**src/rtl/uart_pkg.sv**
```systemverilog
// Shared UART definitions: line-state enum and fixed framing constants.
// Imported by both the transmitter and the receiver.
package uart_pkg;

    typedef enum logic [1:0] {
        IDLE,
        START,
        DATA,
        STOP
    } uart_state_t;

    localparam int unsigned DATA_BITS  = 8;
    localparam logic        START_BIT  = 1'b0;
    localparam logic        STOP_BIT   = 1'b1;
    localparam logic        IDLE_LEVEL = 1'b1;

endpackage

```
**src/rtl/byte_fifo.sv**
```systemverilog
// Byte FIFO with registered full/empty flags and first-word-fall-through output.
// Pointers wrap naturally because DEPTH is a power of two.
module byte_fifo #(
    parameter int unsigned DEPTH = 4
) (
    input  logic       clock,
    input  logic       reset,
    input  logic       push,
    input  logic       pop,
    input  logic [7:0] din,
    output logic [7:0] dout,
    output logic       full,
    output logic       empty
);

    localparam int unsigned    AW     = $clog2(DEPTH);
    localparam logic [AW:0]    L_FULL = (AW + 1)'(DEPTH);

    logic [7:0]    r_mem [DEPTH];
    logic [AW-1:0] r_wr_ptr;
    logic [AW-1:0] r_rd_ptr;
    logic [AW:0]   r_count;
    logic          r_full;
    logic          r_empty;

    logic          w_do_push;
    logic          w_do_pop;
    logic [AW:0]   w_count_next;

    // A push is refused while the registered full flag is set, even if a pop frees a slot.
    assign w_do_push = push && !r_full;
    assign w_do_pop  = pop && !r_empty;

    always_comb begin
        w_count_next = r_count;
        if (w_do_push && !w_do_pop) begin
            w_count_next = r_count + 1'b1;
        end else if (w_do_pop && !w_do_push) begin
            w_count_next = r_count - 1'b1;
        end
    end

    always_ff @(posedge clock) begin
        if (w_do_push) begin
            r_mem[r_wr_ptr] <= din;
        end
    end

    always_ff @(posedge clock) begin
        if (reset) begin
            r_wr_ptr <= '0;
            r_rd_ptr <= '0;
            r_count  <= '0;
            r_full   <= 1'b0;
            r_empty  <= 1'b1;
        end else begin
            if (w_do_push) begin
                r_wr_ptr <= r_wr_ptr + 1'b1;
            end
            if (w_do_pop) begin
                r_rd_ptr <= r_rd_ptr + 1'b1;
            end
            r_count <= w_count_next;
            r_full  <= (w_count_next == L_FULL);
            r_empty <= (w_count_next == '0);
        end
    end

    assign dout  = r_mem[r_rd_ptr];
    assign full  = r_full;
    assign empty = r_empty;

endmodule

```
**src/rtl/uart_transmitter.sv**
```systemverilog
// UART transmit stage: buffers bytes in a FIFO and serialises them as 8N1 frames.
// The line output is registered from next-state values so it tracks the FSM without lag.
module uart_transmitter
    import uart_pkg::*;
#(
    parameter int unsigned CLOCKS_PER_BIT = 868,
    parameter int unsigned FIFO_DEPTH     = 4
) (
    input  logic       clock,
    input  logic       reset,
    input  logic [7:0] data_in,
    input  logic       data_valid,
    output logic       data_ready,
    output logic       serial_connection,
    output logic       busy
);

    localparam int unsigned BW          = $clog2(CLOCKS_PER_BIT);
    localparam logic [BW-1:0] L_BAUD_LAST = BW'(CLOCKS_PER_BIT - 1);
    localparam logic [2:0]    L_BIT_LAST  = 3'(DATA_BITS - 1);

    uart_state_t   r_state;
    uart_state_t   w_state_next;
    logic [BW-1:0] r_baud;
    logic [BW-1:0] w_baud_next;
    logic [2:0]    r_bit_idx;
    logic [2:0]    w_bit_idx_next;
    logic [7:0]    r_shift;
    logic [7:0]    w_shift_next;
    logic          r_serial;
    logic          w_serial_next;

    logic          w_push;
    logic          w_pop;
    logic          w_fifo_full;
    logic          w_fifo_empty;
    logic [7:0]    w_fifo_dout;
    logic          w_baud_done;

    assign data_ready = !w_fifo_full && !reset;
    assign w_push     = data_valid && data_ready;

    byte_fifo #(
        .DEPTH (FIFO_DEPTH)
    ) u_fifo (
        .clock (clock),
        .reset (reset),
        .push  (w_push),
        .pop   (w_pop),
        .din   (data_in),
        .dout  (w_fifo_dout),
        .full  (w_fifo_full),
        .empty (w_fifo_empty)
    );

    assign w_baud_done = (r_baud == L_BAUD_LAST);

    always_comb begin
        w_state_next   = r_state;
        w_baud_next    = r_baud + 1'b1;
        w_bit_idx_next = r_bit_idx;
        w_shift_next   = r_shift;
        w_pop          = 1'b0;

        case (r_state)
            IDLE: begin
                w_baud_next = '0;
                if (!w_fifo_empty) begin
                    w_pop        = 1'b1;
                    w_shift_next = w_fifo_dout;
                    w_state_next = START;
                end
            end
            START: begin
                if (w_baud_done) begin
                    w_baud_next    = '0;
                    w_bit_idx_next = '0;
                    w_state_next   = DATA;
                end
            end
            DATA: begin
                if (w_baud_done) begin
                    w_baud_next  = '0;
                    w_shift_next = r_shift >> 1;
                    if (r_bit_idx == L_BIT_LAST) begin
                        w_state_next = STOP;
                    end else begin
                        w_bit_idx_next = r_bit_idx + 1'b1;
                    end
                end
            end
            STOP: begin
                // Popping on the last stop cycle chains the next start bit with no idle gap.
                if (w_baud_done) begin
                    w_baud_next = '0;
                    if (!w_fifo_empty) begin
                        w_pop        = 1'b1;
                        w_shift_next = w_fifo_dout;
                        w_state_next = START;
                    end else begin
                        w_state_next = IDLE;
                    end
                end
            end
            default: begin
                w_baud_next  = '0;
                w_state_next = IDLE;
            end
        endcase
    end

    always_comb begin
        w_serial_next = IDLE_LEVEL;
        case (w_state_next)
            IDLE:    w_serial_next = IDLE_LEVEL;
            START:   w_serial_next = START_BIT;
            DATA:    w_serial_next = w_shift_next[0];
            STOP:    w_serial_next = STOP_BIT;
            default: w_serial_next = IDLE_LEVEL;
        endcase
    end

    always_ff @(posedge clock) begin
        if (reset) begin
            r_state   <= IDLE;
            r_baud    <= '0;
            r_bit_idx <= '0;
            r_shift   <= '0;
            r_serial  <= IDLE_LEVEL;
        end else begin
            r_state   <= w_state_next;
            r_baud    <= w_baud_next;
            r_bit_idx <= w_bit_idx_next;
            r_shift   <= w_shift_next;
            r_serial  <= w_serial_next;
        end
    end

    assign serial_connection = r_serial;
    assign busy              = (r_state != IDLE) || !w_fifo_empty;

endmodule

```
**config.mk**
```make
export PLATFORM = sky130hd
export DESIGN_NAME = uart_transmitter
export DESIGN_NICKNAME = d
export VERILOG_FILES = /design/src/rtl/uart_pkg.sv /design/src/rtl/byte_fifo.sv /design/src/rtl/uart_transmitter.sv
export SDC_FILE = /design/constraint.sdc
export NUM_CORES = 1
export LEC_CHECK = 0
export BUFFER_PORTS_ARGS = -buffer_cell sky130_fd_sc_hd__buf_2
export CAP_MARGIN = 0
export CORE_AREA = 2 2 86 88
export CTS_BUF_LIST = sky130_fd_sc_hd__clkbuf_16
export CTS_CLUSTER_SIZE = 10
export DETAILED_ROUTE_END_ITERATION = 7
export DIE_AREA = 0 0 88 90
export PLACE_DENSITY_LB_ADDON = 0.25
export SLEW_MARGIN = 5
export SYNTH_ARGS = -nofsm -noshare
export SYNTH_HDL_FRONTEND = slang
export SYNTH_SLANG_ARGS = --single-unit
export TNS_END_PERCENT = 50
```
**constraint.sdc**
```tcl
create_clock -name clock -period 2.9 [get_ports clock]
set_input_delay 0.145 -clock clock [delete_from_list [all_inputs] [get_ports clock]]
set_output_delay 0.145 -clock clock [all_outputs]
set_load 0.01 [all_outputs]
```
==> summary.md <==
| Metric | Value |
|---|---|
| Startpoint Class | flop |
| Post-CTS resize count | 0 |
| Total power | 2.94 mW |
| Outcome | completed |
| Psw | 0.894 mW |
| # DRC | 0 |
| Die H | approximately 90 um |
| Die X | 88 um |
| Max cap viols | 0 |
| Crit Path Class | reg -> reg |
| Synthesized cell area | 3060 um^2 |
| Max-slew violations | 0 |
| Seq/Total Area, Yosys | 54.3% |
| Pin slew with the least headroom to its limit | 0.489 ns |
| Setup-failing EPs final | 0 |
| Antenna Cells | 0 |
| DRT iter0 DRCs | 80 |
| Crit end category | flop |
| Max Clock Freq | 373 MHz |
| Core area | around 7000 um^2 |
| Port-buffer cells | 13 |
| Async set or reset register ratio after synthesis | 0% |
| Hold_buf cts | 0 |
| Cell Chain, Critical Path | ha_1, and4b_4, and3_1, o21ai_1, o2bb2ai_1, a31oi_1, ha_1, or3_1, o32a_1 |
| Critical path depth | 9 |
| GPL Wtd Cong | 0.832 |
| Crit path required time | 3.11 ns |
| Worst Skew | 0.00814 ns |
| Worst path bufs/invs | 0 |
| Root Buffer | clkbuf_16 |
| Rows | 31 |
| Delay-heaviest family, CP | simple AND/OR/NAND/NOR gates |
| Critical Path AT | 2.89 ns |
| Rel. slew slack | roughly two thirds |
| Critical Path Max Stage Delay | 0.36 ns |
| Clock-pin slew on the worst setup and hold paths | 0.06 ns |
| WL/cell | 13.3 um |
| Syn Inst Count | 263 |
| Clk sinks | 67 |
| CP max stage cell | dfxtp_1 |
| Initial antenna violation count | 0 |
| Warnings from Yosys | 0 |
| ANT nets after route | 0 |
| Total GRT Usage | roughly 15% |
| Reg2Reg Setup Slack | 0.22 ns |
| Register bit total from synthesis | between 60 and 70 |
| Clk network pwr share | 33.6% |
| Leakage | 1.31 nW |
| Syn nets | 290 |
| Area growth, synth to finish | 15.0% |
| Layout fillers | 624 |
| Num CTS Buffers | 9 |
| Sw Share | 30.4% |
| Detailed Place HPWL | between 3000 and 4000 um |
| Routed Wire Length | between 5000 and 6000 um |
| Fin crit period | around 2.7 ns |
| Post-synth EDFFs | 32 |
| Peak VDD IR | 0.000573 V |
| CTS HTree Levels | 3 |
| Vias in the first global route | 1939 |
| Via/cell ratio | 5.00 |
| Bufs on Longest Clock Path | 2 |
| Most used cell, CP | ha_1 |
| Crit-path max FO | 8 |
| Starting Density | 43.6% |
| Fin nets | 309 |
| Die area | a little under 8000 um^2 |
| Pre-Repair DR Iteration Count | 4 |
| Post-Syn Area per Cell | 11.6 um^2 |
| RSZ-0062 raised after global routing | no |
| Part of the power in combinational logic | between 20% and 30% |
| Internal power | 2.05 mW |
| Setup Fix Bufs, Post-CTS | 0 |
| Top Ports | 14 |
| Worst Reg-to-Reg Cells | 9 |
| Vias | 1929 |
| Hold depth | 1 |
| Power per Cell Area | 836 nW/um^2 |
| Seq pwr share | 40.4% |
| Worst-Skew Late Latency | 0.32 ns |
| Crit share post-route | 92.5% |
| Global-route wire length before repair | ~8800 um |
| Share of cells above drive strength 1 | 17.1% |
| Yosys cell types | 50 |
| Ys flop type | dfxtp_1 |
| CTS tree | built |
| Hold Path Class | in -> reg |
| Grt total ovfl | 0 |
| Hold violation count in the final report | 0 |
| Largest net degree at the start of global routing | 25 |
| Sum of negative setup slack | 0 ns |
-- final timing paths --
path,start,to
min reg2reg,r_baud[0],r_baud[0]
max,r_baud[0],serial_connection
min,data_in[4],u_fifo.r_mem[0][4]
max reg2reg,r_baud[0],serial_connection
-- worst register-to-register path, cell delays in order (launching register included) --
cell	delay, ns
dfxtp_1	0.36
ha_1	0.19
and4b_4	0.26
and3_1	0.30
o21ai_1	0.12
o2bb2ai_1	0.13
a31oi_1	0.28
ha_1	0.30
or3_1	0.35
o32a_1	0.28
-- layout by cell type (no fill, tap or decap), drive strengths merged, types with 2 or more instances in the layout --
cell / n
nor2: 38
dfxtp: 35
edfxtp: 32
buf: 20
ha: 16
a21oi: 15
nand2: 15
inv: 14
o21ai: 11
clkbuf: 9
mux4: 8
xor2: 7
and2: 6
xnor2: 6
mux2i: 6
nand3: 4
nand4: 4
and3: 3
or3: 3
clkinvlp: 3
nor3: 3
nor2b: 2
nor4b: 2
nand3b: 2
nor3b: 2
-- stage by stage --
stage	instance area, um^2	hold WS (ns)	worst slack (ns)	cells	utilization, %
final	3520	0.0322	0.219	386	50.1
after global routing	3520	0.0270	0.0352	386	50.1
after CTS	3520	0.0193	0.221	386	50.1
after detailed placement	3240	0.362	0.237	370	46.2
after global placement	3240	0.360	0.283	370	46.2
after floorplan	3060	0.244	0.348	263	-
-- state kept, by name (all words and copies together) (netlist names), named ones only --
signal and cells:
u_fifo.full 1, u_fifo.r_mem 32, u_fifo.r_wr_ptr 2, r_shift 8
r_state 2, u_fifo.empty 1, u_fifo.r_rd_ptr 2, serial_connection 1
r_bit_idx 3, u_fifo.r_count 3, r_baud 10
-- Yosys cell counts (2+ instances only) --
cell type   n  area (um^2)
nor2_1     38          143
dfxtp_1    35          701
edfxtp_1   32          961
ha_1       16          200
a21oi_1    15         75.1
nand2_1    15         56.3
inv_1      11         41.3
o21ai_1    10         50.1
mux4_2      8          180
clkbuf_1    7         26.3
xor2_1      7         61.3
and2_1      6         37.5
mux2i_1     6         60.1
xnor2_1     6         52.6
nand3_1     4         20.0
nand4_1     4         25.0
and3_1      3         18.8
or3_1       3         18.8
buf_1       2         7.51
buf_4       2         15.0
nand3b_1    2         15.0
nor2b_1     2         12.5
nor4b_1     2         17.5
-- cells by family (layout without fill, tap and decap cells) --
logic type | Yosys count | count (layout) | share of synthesized area, %
compound gates | 43 | 43 | 9.45
xor+xnor | 13 | 13 | 3.72
fa+ha+maj | 16 | 16 | 6.54
buf+inv | 23 | 47 | 3.31
flops | 67 | 67 | 54.3
mux | 14 | 14 | 7.85
simple gates | 87 | 87 | 14.8
-- area by class of cell --
cell class / count / area, um^2 / area share (%)
clock buffer: 9 / 225 / 6.40
multi-input combinational: 173 / 1300 / 36.9
clock inverter: 7 / 52.6 / 1.49
inverter: 11 / 41.3 / 1.17
timing repair buffer: 20 / 118 / 3.34
sequential: 67 / 1660 / 47.2
tap: 99 / 124 / 3.52
-- layer usage --
metal | share of wire, % | track usage (%) | wire length (um)
met5 | 0 | 0 | 0
met4 | 1.5 | 5.38 | 76
met3 | 2.5 | 5.42 | 130
met2 | 49 | 22.9 | 2530
met1 | 47 | 18.2 | 2410
-- power groups by stage --
stage                     sequential [mW]  clock [mW]  combinational (mW)
final                                1.19       0.987               0.766
after global routing                 1.20        1.06               0.866
after CTS                            1.19        1.02               0.773
after detailed placement             1.21           0               0.767
after global placement               1.21           0               0.757
after floorplan                      1.18           0               0.640
Power figures use the tool's default switching activity.
